==> src/rtl/lcd_byte_writer.sv <==
// HD44780 4-bit bus byte writer: sends each accepted byte as two nibbles.
// Optional macro LCD_CLEAR_WAIT_EN: long post-wait for clear/home commands.
module lcd_byte_writer #(
   parameter int unsigned SETUP_CYCLES      = 2,
   parameter int unsigned E_HIGH_CYCLES     = 12,
   parameter int unsigned NIBBLE_GAP_CYCLES = 50,
   parameter int unsigned BYTE_WAIT_CYCLES  = 2000,
   parameter int unsigned CLEAR_WAIT_CYCLES = 82000
) (
   input  logic       Clock,
   input  logic       Reset,
   input  logic       iInitDone,
   input  logic       iValid,
   input  logic [7:0] iData,
   input  logic       iRS,
   output logic       oReady,
   output logic       oByteDone,
   output logic       oLCD_Enabled,
   output logic       oLCD_RegisterSelect,
   output logic [3:0] oLCD_Data
);

   localparam logic [16:0] SETUP_L = 17'(SETUP_CYCLES - 1);
   localparam logic [16:0] HIGH_L  = 17'(E_HIGH_CYCLES - 1);
   localparam logic [16:0] GAP_L   = 17'(NIBBLE_GAP_CYCLES - 1);
   localparam logic [16:0] BYTE_L  = 17'(BYTE_WAIT_CYCLES - 1);
   localparam logic [16:0] CLEAR_L = 17'(CLEAR_WAIT_CYCLES - 1);

   typedef enum logic [2:0] {
      S_IDLE,
      S_UP_SETUP,
      S_UP_PULSE,
      S_UP_GAP,
      S_LO_SETUP,
      S_LO_PULSE,
      S_BYTE_WAIT
   } state_e;

   state_e      state_q, state_d;
   logic [16:0] cnt_q, cnt_d;
   logic [7:0]  byte_q;
   logic        rs_q;
   logic        done_q, done_d;
   logic        accept;
   logic        clr_sel;
   logic [16:0] wait_l;

`ifdef LCD_CLEAR_WAIT_EN
   logic clr_q, clr_d;

   assign clr_d   = ~iRS && ((iData == 8'h01) || (iData == 8'h02));
   assign clr_sel = clr_q;
`else
   // Constant select: the clear-wait limit folds away entirely.
   assign clr_sel = 1'b0;
`endif

   assign wait_l = clr_sel ? CLEAR_L : BYTE_L;

   // Ready is held low while reset is asserted so reset outputs are all zero.
   assign oReady    = (state_q == S_IDLE) && iInitDone && !Reset;
   assign accept    = iValid && oReady;
   assign oByteDone = done_q;

   // Next-state decode: each state exits once its counter reaches N-1.
   always_comb begin
      state_d = state_q;
      done_d  = 1'b0;
      unique case (state_q)
         S_IDLE:      if (accept) state_d = S_UP_SETUP;
         S_UP_SETUP:  if (cnt_q == SETUP_L) state_d = S_UP_PULSE;
         S_UP_PULSE:  if (cnt_q == HIGH_L) state_d = S_UP_GAP;
         S_UP_GAP:    if (cnt_q == GAP_L) state_d = S_LO_SETUP;
         S_LO_SETUP:  if (cnt_q == SETUP_L) state_d = S_LO_PULSE;
         S_LO_PULSE:  if (cnt_q == HIGH_L) state_d = S_BYTE_WAIT;
         S_BYTE_WAIT: begin
            if (cnt_q == wait_l) begin
               state_d = S_IDLE;
               done_d  = 1'b1;
            end
         end
         default:     state_d = S_IDLE;
      endcase
      if ((state_d != state_q) || (state_q == S_IDLE)) begin
         cnt_d = '0;
      end else begin
         cnt_d = cnt_q + 17'd1;
      end
   end

   // LCD bus drive decoded from the current state.
   always_comb begin
      oLCD_Enabled        = 1'b0;
      oLCD_RegisterSelect = 1'b0;
      oLCD_Data           = 4'h0;
      unique case (state_q)
         S_UP_SETUP, S_UP_GAP: begin
            oLCD_RegisterSelect = rs_q;
            oLCD_Data           = byte_q[7:4];
         end
         S_UP_PULSE: begin
            oLCD_Enabled        = 1'b1;
            oLCD_RegisterSelect = rs_q;
            oLCD_Data           = byte_q[7:4];
         end
         S_LO_SETUP, S_BYTE_WAIT: begin
            oLCD_RegisterSelect = rs_q;
            oLCD_Data           = byte_q[3:0];
         end
         S_LO_PULSE: begin
            oLCD_Enabled        = 1'b1;
            oLCD_RegisterSelect = rs_q;
            oLCD_Data           = byte_q[3:0];
         end
         default: begin
            oLCD_Enabled        = 1'b0;
         end
      endcase
   end

   // State, dwell counter, done pulse and byte latches.
   always_ff @(posedge Clock) begin
      if (Reset) begin
         state_q <= S_IDLE;
         cnt_q   <= '0;
         done_q  <= 1'b0;
         byte_q  <= '0;
         rs_q    <= 1'b0;
`ifdef LCD_CLEAR_WAIT_EN
         clr_q   <= 1'b0;
`endif
      end else begin
         state_q <= state_d;
         cnt_q   <= cnt_d;
         done_q  <= done_d;
         if (accept) begin
            byte_q <= iData;
            rs_q   <= iRS;
`ifdef LCD_CLEAR_WAIT_EN
            clr_q  <= clr_d;
`endif
         end
      end
   end

endmodule

==> config.mk <==
export PLATFORM = sky130hd
export DESIGN_NAME = lcd_byte_writer
export DESIGN_NICKNAME = d
export VERILOG_FILES = /design/src/rtl/lcd_byte_writer.sv
export SDC_FILE = /design/constraint.sdc
export NUM_CORES = 1
export LEC_CHECK = 0
export ABC_CLOCK_PERIOD_IN_PS = 2200
export CAP_MARGIN = 20
export CORE_MARGIN = 3
export CORE_UTILIZATION = 50
export CTS_BUF_LIST = sky130_fd_sc_hd__clkbuf_4
export CTS_CLUSTER_DIAMETER = 120
export CTS_CLUSTER_SIZE = 28
export DETAILED_ROUTE_END_ITERATION = 7
export PLACE_DENSITY = 0.73
export SLEW_MARGIN = 20
export SYNTH_ARGS = -nofsm -noshare
export SYNTH_HDL_FRONTEND = slang
export SYNTH_SLANG_ARGS = --single-unit
==> constraint.sdc <==
create_clock -name Clock -period 2.2 [get_ports Clock]
set_input_delay 0.44 -clock Clock [delete_from_list [all_inputs] [get_ports Clock]]
set_output_delay 0.44 -clock Clock [all_outputs]
set_load 0.1 [all_outputs]
==> results.py, run 1 <==
metrics = {
    "global_route": {
        "antenna_found_initial": 0,
        "grt_pass1_wl_um": 6380,
        "gr-total-overflow": 0,
        "grt_max_degree": 19,
        "grt_use_total_pct": 19.9,
        "grt_pass1_vias": 1333,
    },
    "cells_and_area": {
        "layout.nets": 233,
        "antenna_cells": 0,
        "fin_area_sq_um": 2000,
        "layout-drive-gt1-share_pct": 17.1,
        "multi_input_area_sq_um": 961,
        "fill_cells": 247,
        "area_growth_pct": 24.7,
        "regArea_sq_um": 601,
    },
    "route": {
        "num_vias": 1433,
        "drt_iter0_drc": 84,
        "antenna_left": 0,
        "routed_via_density": 5.53,
        "drc": 0,
        "wl_um": 3610,
        "wl_per_cell_um": 13.9,
        "drtPass1Iterations": 4,
    },
    "timing": {
        "period_needed_ps": 2060,
        "worstMarginPinSlew_ps": 531,
        "max_slew_margin_pct": 64.3,
        "hold_viol_final": 0,
        "tns_ps": 0,
        "finalMaxSlewViolations": 0,
        "min_period_over_period_pct": 93.8,
        "hold_ws_ps": 485,
        "finalClockSkew_ps": 3.95,
        "finalSetupViolations": 0,
        "rsz0062_at_grt": "false",
        "max_freq_ghz": 0.484,
    },
    "synthesis": {
        "avgSynthCellArea_sq_um": 8.35,
        "synth_nets": 207,
        "netlist.area_leader.share_pct": 37.5,
        "async_flop_share_pct": 0,
        "post_synth_num_cell_types": 43,
        "ys_ff_latch": 30,
        "synthTopCellsByCount": "dfxtp_1, nor2_1, nand2_1",
        "ys_warn_count": 0,
        "postSynthCellCount": 192,
        "ys_seq_area_share_pct": 37.5,
        "synth_ff_type": "dfxtp_1",
        "ys_top_cells_by_area": "dfxtp_1, xor2_1, nor2_1",
        "synth_top_area_cell": "dfxtp_1",
        "synth-edff-count": 0,
        "synth_area_sq_um": 1600,
        "yosysMostFrequentCell": "dfxtp_1",
    },
    "clock_network": {
        "cts_setup_buffers": 0,
        "cts.sinks": 30,
        "clk_pin_slew_ps": 80,
        "cts_hold_buffers": 0,
        "clk_root_buffer_cell": "clkbuf_4",
        "insertion_delay_ps": 320,
        "cts_buffer_depth": 2,
        "cts_tree": "yes",
        "cts_htree_levels": 2,
        "cts_resized": 0,
        "cts_buffers": 5,
    },
    "setup_path": {
        "path_delay_family": "simple AND/OR/NAND/NOR gates",
        "worst-r2r-setup-slack_ps": 170,
        "worstPathArrival_ps": 1620,
        "timing.rr.end": "cnt_q[4]$_SDFF_PP0_",
        "crit_type": "flop to output port",
        "max_stage_delay_ps": 450,
        "r2r_start": "cnt_q[16]$_SDFF_PP0_",
        "end_kind": "output port",
        "crit_fanout": 14,
        "path_buf_inv": 1,
        "reg2reg_depth": 6,
        "critPathLaunchType": "flop",
        "worstPathCellList": "nor3_1 -> and3b_1 -> buf_12",
        "critPathRequiredTime_ps": 1760,
        "critPathSlowestCell": "dfxtp_1",
    },
    "floorplanning": {
        "core_sq_um": 2900,
        "start_util_pct": 55.3,
        "die_h_um": 62.6,
        "die-area_sq_um": 3920,
        "io_pins": 21,
        "die_x_um": 62.6,
        "rows": 19,
    },
    "min_path": {
        "holdPathStages": 2,
        "hp-class": "flop to flop",
        "hold_start": "byte_q[5]$_SDFFE_PP0P_",
        "hold-path-endpoint": "byte_q[5]$_SDFFE_PP0P_",
    },
    "placement": {
        "place_area_sq_um": 1960,
        "port_buffers": 20,
        "dp_hpwl_um": 2720,
        "gp_congestion": 0.823,
    },
    "power_and_ir_drop": {
        "p_leak_uw": 0.000725,
        "fin_total_pwr_uw": 1040,
        "powerDensity_nw_per_um2": 518,
        "worst_ir_drop_vdd_v": 0.000283,
    },
    "status": {
        "status": "finished, final reports clean",
    },
    "flow_run": {
        "drv_cap": 0,
    },
}
## cells by family after synthesis
| logic type | share of synthesized area [%] |
|---|---|
| DFF | 37.5 |
| AOI/OAI and AO/OA | 7.73 |
| muxes | 1.33 |
| adders and majority gates | 1.56 |
| xor gates and xnor gates | 8.74 |
| buffers and inverters | 3.51 |
| and+or+nand+nor | 39.7 |
## worst min-delay path: cells and delay by family (launching register included)
kind            cells  cell delay, ps
simple gates        1              60
compound gates      1              60
flops               1             320
## per-stage QoR
step	utilization [%]	cells	setup slack (ps)
finish	68.9	259	136
global route	68.9	259	4.25
CTS	68.9	259	146
detailed placement	67.5	253	176
global placement	67.5	253	214
floorplan	-	192	135
## layer usage
| layer | share of wire, % | wire length [um] | GRT usage (%) | vias to the layer above |
|---|---|---|---|---|
| li1 | - | - | - | 726 |
| met1 | 50 | 1790 | 27.8 | 652 |
| met2 | 43 | 1540 | 28.9 | 46 |
| met3 | 6.1 | 219 | 5.76 | 9 |
| met4 | 1.4 | 51 | 7.44 | 0 |
| met5 | 0 | 0 | 0 | - |
## where the power goes
part	total (uW)	switching (uW)	internal, uW
logic	178	97.2	80.4
clock network	283	175	109
registers	575	16.2	559
total	1040	288	748
## state kept, by name (all words and copies together), names as in the netlist
signal,flops
byte_q,8
rs_q,1
cnt_q,17
oByteDone,1
state_q,3
## worst max path at each step
stage | to | cells after the start | from
2_1_floorplan | oLCD_Data[0] | 4 | state_q[0]$_SDFF_PP0_
3_5_place_dp | cnt_q[4]$_SDFF_PP0_ | 6 | Reset
6_report | oReady | 3 | state_q[1]$_SDFF_PP0_
3_3_place_gp | state_q[0]$_SDFF_PP0_ | 6 | Reset
5_1_grt | cnt_q[16]$_SDFF_PP0_ | 6 | cnt_q[0]$_SDFF_PP0_
4_1_cts | oReady | 3 | state_q[1]$_SDFF_PP0_
## layout by cell type (no fill, tap or decap), types with 2 or more instances in the layout
cell type,n
dfxtp_1,30
nor2_1,23
nand2_1,21
nand3_1,14
clkdlybuf4s50_1,12
xor2_1,10
o21ai_0,10
nand2b_1,9
buf_12,8
buf_4,8
nand4_1,6
xnor2_1,6
a21oi_1,5
clkbuf_4,5
o21ai_2,4
and3_1,4
or2_2,3
nor3_1,2
and3b_1,2
or4_4,2
or4bb_1,2
nor4_2,2
a31oi_1,2
nor4_1,2
nor2b_1,2
nor3b_1,2
ha_1,2
## cell type report
class	instances	share of cell area [%]
clock buffers	5	1.88
clock inverters	1	0.188
inverters	1	0.188
multi-input cells	152	48.1
flip-flops and latches	30	30.0
well taps	42	2.63
repair buffers	28	17.0
No activity file was read; power rests on OpenSTA's default activity.
==> run 2, diff against run 1 <==
Settings changed: CORE_ASPECT_RATIO from default to 2, CTS_CLUSTER_DIAMETER 120 to 100, PLACE_DENSITY 0.73 to 0.71.
==> run 2 against run 1 <==
Compared with the run above:
- sequential power about the same
- first-iteration DRC count is 39% lower
- total power increased by 2.6%
- clock-buffer cell count grew 1
- hold slack is essentially flat
- non-clock buffer count grew 1
- highest routed layer unchanged
==> results.py, run 2 (synthesized netlist as in run 1, its figures left out) <==
metrics = {
    "setup_path": {
        "critPathLaunchType": "flop",
        "crit_fanout": 12,
        "crit_type": "flop to output port",
        "critPathRequiredTime_ps": 1760,
        "end_kind": "output port",
        "worstPathArrival_ps": 1650,
    },
    "clock_network": {
        "cts_buffers": 5,
        "cts.sinks": 30,
        "cts_htree_levels": 2,
        "cts_tree": "yes",
        "cts_setup_buffers": 0,
        "insertion_delay_ps": 330,
        "clk_pin_slew_ps": 100,
        "cts_resized": 0,
        "clk_root_buffer_cell": "clkbuf_4",
        "cts_hold_buffers": 0,
        "cts_buffer_depth": 2,
    },
    "route": {
        "drt_iter0_drc": 51,
        "drtPass1Iterations": 4,
        "drt-met1-wl_um": 1260,
        "wl_um": 3700,
        "drc": 0,
        "top_layer": "met4",
        "wl_per_cell_um": 14.8,
        "route.met2.wl_um": 2100,
        "wl_met3_um": 175,
        "num_vias": 1442,
        "antenna_left": 0,
        "routed_via_density": 5.77,
    },
    "power_and_ir_drop": {
        "worst_ir_drop_vdd_v": 0.000492,
        "p_leak_uw": 0.000738,
        "powerDensity_nw_per_um2": 531,
    },
    "cells_and_area": {
        "largest_register": "cnt_q",
        "regArea_sq_um": 601,
        "final_cell_mix": "dfxtp_1, nor2_1, nand2_1",
        "fill_cells": 225,
        "top_regs": "cnt_q: 17 flops, byte_q: 8 flops, state_q: 3 flops",
        "layout-drive-gt1-share_pct": 18.2,
        "multi_input_area_sq_um": 961,
        "final_core_util_pct": 66.5,
        "area_growth_pct": 25.1,
        "final_cells": 250,
        "antenna_cells": 0,
        "fin_area_sq_um": 2000,
        "largest_reg_flops": 17,
        "layout.nets": 234,
        "layout_commonest_cell": "dfxtp_1",
    },
    "floorplanning": {
        "die_x_um": 46.0,
        "die-area_sq_um": 3960,
        "start_util_pct": 53.2,
        "core_sq_um": 3010,
        "io_pins": 21,
        "die_h_um": 86.1,
        "rows": 28,
    },
    "timing": {
        "period_needed_ps": 2090,
        "hold_viol_final": 0,
        "tns_ps": 0,
        "worstMarginPinSlew_ps": 431,
        "max_slew_margin_pct": 71.1,
        "rsz0062_at_grt": "false",
        "finalSetupViolations": 0,
        "finalMaxSlewViolations": 0,
        "max_freq_ghz": 0.478,
        "min_period_over_period_pct": 95.0,
        "finalClockSkew_ps": 12.6,
    },
    "flow_run": {
        "drv_cap": 0,
    },
    "global_route": {
        "antenna_found_initial": 0,
        "grt_use_total_pct": 21.2,
        "grt_max_degree": 19,
        "grt_pass1_vias": 1478,
        "grt_pass1_wl_um": 6220,
        "gr-total-overflow": 0,
    },
    "placement": {
        "port_buffers": 20,
        "dpl.cell_count": 242,
        "place_area_sq_um": 1950,
        "dp_hpwl_um": 2860,
        "gp_congestion": 0.877,
    },
    "min_path": {
        "hp-class": "flop to flop",
    },
    "status": {
        "status": "finished, final reports clean",
    },
}
run 2: cell types whose count changed in the layout (fill, tap and decap cells not counted), sizes merged:
cell and delta:
clkbuf +1, clkinv +1, buf +1
run 2: worst max-delay path, cell delays in order (launching register included):
cell and delay (ps):
dfxtp_1 430, nor3_1 430, and3b_1 280, buf_12 180
run 2: path summary, 6_finish.rpt:
| path | end | slack, ps | cells after the start | startpoint |
|---|---|---|---|---|
| hold / removal | byte_q[7]$_SDFFE_PP0P_ | 480 | 2 | byte_q[7]$_SDFFE_PP0P_ |
| hold reg to reg | byte_q[7]$_SDFFE_PP0P_ | 480 | 2 | byte_q[7]$_SDFFE_PP0P_ |
| setup / recovery | oReady | 110 | 3 | state_q[0]$_SDFF_PP0_ |
| setup reg to reg | state_q[0]$_SDFF_PP0_ | 180 | 5 | cnt_q[2]$_SDFF_PP0_ |
run 2: layout make-up:
| cell class | count | share of cell area, % |
|---|---|---|
| Tap cell | 30 | 1.87 |
| Sequential cell | 30 | 30.0 |
| Inverter | 1 | 0.187 |
| Multi-Input combinational cell | 152 | 47.9 |
| Timing Repair Buffer | 29 | 17.4 |
| Clock buffer | 6 | 2.25 |
| Clock inverter | 2 | 0.437 |
run 2: routing by layer:
metal / up-vias / global-route usage, %
li1: 729 / -
met1: 655 / 18.9
met2: 44 / 38.1
met3: 14 / 5.46
met4: 0 / 13.7
met5: - / 0
run 2: where the power goes:
| part | total [uW] | switching, uW | internal (uW) |
|---|---|---|---|
| combinational | 177 | 98.0 | 79.0 |
| sequential | 574 | 14.5 | 559 |
| clock | 313 | 181 | 132 |
run 2: stage by stage:
step / setup WS, ps / total power, uW / hold WS [ps]
final: 109 / 1060 / 485
after global routing: 13.0 / 1110 / 520
after CTS: 83.6 / 1080 / 492
after detailed placement: 155 / 763 / 468
after global placement: 165 / 759 / 455
after floorplan: 135 / 692 / 441
==> run 3, diff against run 2 <==
Settings changed: CORE_UTILIZATION 50 to 45, PLACE_DENSITY 0.71 to 0.65.
==> run 3 against run 2 <==
Compared with the run above:
- sequential cell count is the same
- hold slack lost 1.3 ps
- die area grew 10%
- worst setup slack gained 47 ps
- register-to-register slack lost 20 ps
- sequential share of layout area shrank 1.2 points
- sequential power is essentially flat
- cell count grew 8.4%
- routed wire length grew 4.0%
- total power grew 11%
- combinational power grew 3%
- fmax grew 2.3%
- critical endpoint is now cnt_q[8]$_SDFF_PP0_
==> results.py, run 3 (synthesized netlist as in run 1, its figures left out) <==
metrics = {
    "status": {
        "status": "finished, final reports clean",
    },
    "clock_network": {
        "cts_htree_levels": 2,
        "insertion_delay_ps": 330,
        "cts.sinks": 30,
        "cts_buffers": 5,
        "cts_tree": "yes",
        "clk_root_buffer_cell": "clkbuf_4",
        "clk_pin_slew_ps": 100,
        "cts_buffer_depth": 2,
        "cts_setup_buffers": 0,
    },
    "route": {
        "drt_iter0_drc": 18,
        "wl_um": 3850,
        "wl_per_cell_um": 14.2,
        "route.met2.wl_um": 2190,
        "routed_via_density": 5.43,
        "num_vias": 1472,
        "antenna_left": 0,
        "top_layer": "met4",
        "drtPass1Iterations": 5,
        "drc": 0,
        "drt-met1-wl_um": 1320,
        "wl_met3_um": 158,
    },
    "setup_path": {
        "critPathSlowestCell": "or4b_1",
        "worstPathArrival_ps": 2270,
        "timing.rr.end": "cnt_q[8]$_SDFF_PP0_",
        "worstPathCellList": "inv_1 -> ha_1 -> or4b_1 -> nor4_4 -> a31oi_1 -> nand2_1 -> buf_12 -> nor2_1",
        "critPathRequiredTime_ps": 2420,
        "path_buf_inv": 2,
        "max_stage_delay_ps": 530,
        "crit_fanout": 13,
        "end_kind": "flop",
        "reg2reg_depth": 8,
        "path_delay_family": "simple AND/OR/NAND/NOR gates",
        "worst-r2r-setup-slack_ps": 160,
        "critPathLaunchType": "flop",
        "r2r_start": "cnt_q[1]$_SDFF_PP0_",
        "crit_type": "flop to flop",
    },
    "power_and_ir_drop": {
        "power_frac_clock_pct": 36.4,
        "switching_share_pct": 26.0,
        "comb_power_share_pct": 15.3,
        "switchingPower_uw": 308,
        "worst_ir_drop_vdd_v": 0.000382,
        "fin_total_pwr_uw": 1180,
        "p_seq_share_pct": 48.3,
        "p_leak_uw": 0.000767,
        "p_int_uw": 876,
        "powerDensity_nw_per_um2": 567,
    },
    "timing": {
        "hold_viol_final": 0,
        "max_freq_ghz": 0.489,
        "rsz0062_at_grt": "true",
        "worstMarginPinSlew_ps": 432,
        "period_needed_ps": 2040,
        "finalMaxSlewViolations": 0,
        "max_slew_margin_pct": 70.9,
        "setup_slack_ps": 156,
        "tns_ps": 0,
        "finalClockSkew_ps": 10.8,
        "finalSetupViolations": 0,
        "min_period_over_period_pct": 92.9,
    },
    "global_route": {
        "grt_use_total_pct": 20.1,
        "gr-total-overflow": 0,
        "antenna_found_initial": 0,
        "grt_pass1_vias": 1579,
        "grt_pass1_wl_um": 6490,
        "grt_max_degree": 19,
    },
    "min_path": {
        "hp-class": "flop to flop",
        "hold-path-endpoint": "byte_q[2]$_SDFFE_PP0P_",
        "holdPathStages": 2,
        "hold_start": "byte_q[2]$_SDFFE_PP0P_",
    },
    "cells_and_area": {
        "final_core_util_pct": 61.1,
        "layout.nets": 237,
        "largest_register": "cnt_q",
        "final_cell_mix": "dfxtp_1, nor2_1, nand2_1",
        "top_regs": "cnt_q: 17 flops, byte_q: 8 flops, state_q: 3 flops",
        "largest_reg_flops": 17,
        "area_growth_pct": 30.3,
        "fill_cells": 320,
        "layout_commonest_cell": "dfxtp_1",
        "antenna_cells": 0,
        "fin_area_sq_um": 2090,
        "regArea_sq_um": 601,
        "multi_input_area_sq_um": 976,
        "layout-drive-gt1-share_pct": 20.2,
    },
    "placement": {
        "dp_hpwl_um": 3000,
        "port_buffers": 20,
        "dp_slack_ps": 113,
        "place_area_sq_um": 2000,
        "gp_congestion": 0.877,
    },
    "floorplanning": {
        "die-area_sq_um": 4360,
        "rows": 30,
        "io_pins": 21,
        "start_util_pct": 46.9,
        "core_sq_um": 3420,
        "die_x_um": 48.2,
        "die_h_um": 90.4,
    },
    "flow_run": {
        "drv_cap": 0,
    },
}
[run 3: what timing repair did]
action	CTS	global route
gates resized for setup	0	2
endpoints found under the setup margin	0	13
hold buffers	0	0
[run 3: power by group through the flow]
stage / Sequential (uW) / Clock [uW] / Combinational (uW)
2_1_floorplan: 580 / 0 / 113
3_3_place_gp: 584 / 0 / 177
3_5_place_dp: 585 / 0 / 180
4_1_cts: 573 / 448 / 181
5_1_grt: 575 / 471 / 197
6_report: 572 / 431 / 182
[run 3: per-layer routing]
layer,track usage [%],up-vias
met4,12.4,0
li1,-,731
met2,35.2,37
met1,18.3,688
met3,4.99,16
met5,0,-
[run 3: area by class of cell]
cell class / count / share of cell area [%]
clock inverters: 3 / 1.92
clock buffers: 5 / 1.80
well taps: 48 / 2.88
multi-input cells: 152 / 46.7
repair buffers: 32 / 17.7
flip-flops and latches: 30 / 28.8
inverters: 1 / 0.180
[run 3: through the flow]
stage	std cells	hold slack, ps
3_3_place_gp	263	462
3_5_place_dp	263	473
4_1_cts	271	486
2_1_floorplan	192	441
5_1_grt	271	507
6_report	271	484
[run 3: how the worst max path moves through the flow]
stage	start	to	slack, ps	depth (start not counted)
floorplan	state_q[0]$_SDFF_PP0_	oLCD_Data[0]	130	4
global placement	cnt_q[0]$_SDFF_PP0_	cnt_q[2]$_SDFF_PP0_	180	7
detailed placement	cnt_q[1]$_SDFF_PP0_	cnt_q[5]$_SDFF_PP0_	110	8
CTS	cnt_q[1]$_SDFF_PP0_	cnt_q[8]$_SDFF_PP0_	100	8
global route	cnt_q[1]$_SDFF_PP0_	cnt_q[4]$_SDFF_PP0_	-7	8
finish	cnt_q[1]$_SDFF_PP0_	cnt_q[8]$_SDFF_PP0_	160	8
[run 3: worst register-to-register path: stages, from the launching register on]
cell,delay [ps]
dfxtp_1,340
inv_1,60
ha_1,150
or4b_1,530
nor4_4,360
a31oi_1,150
nand2_1,160
buf_12,150
nor2_1,50
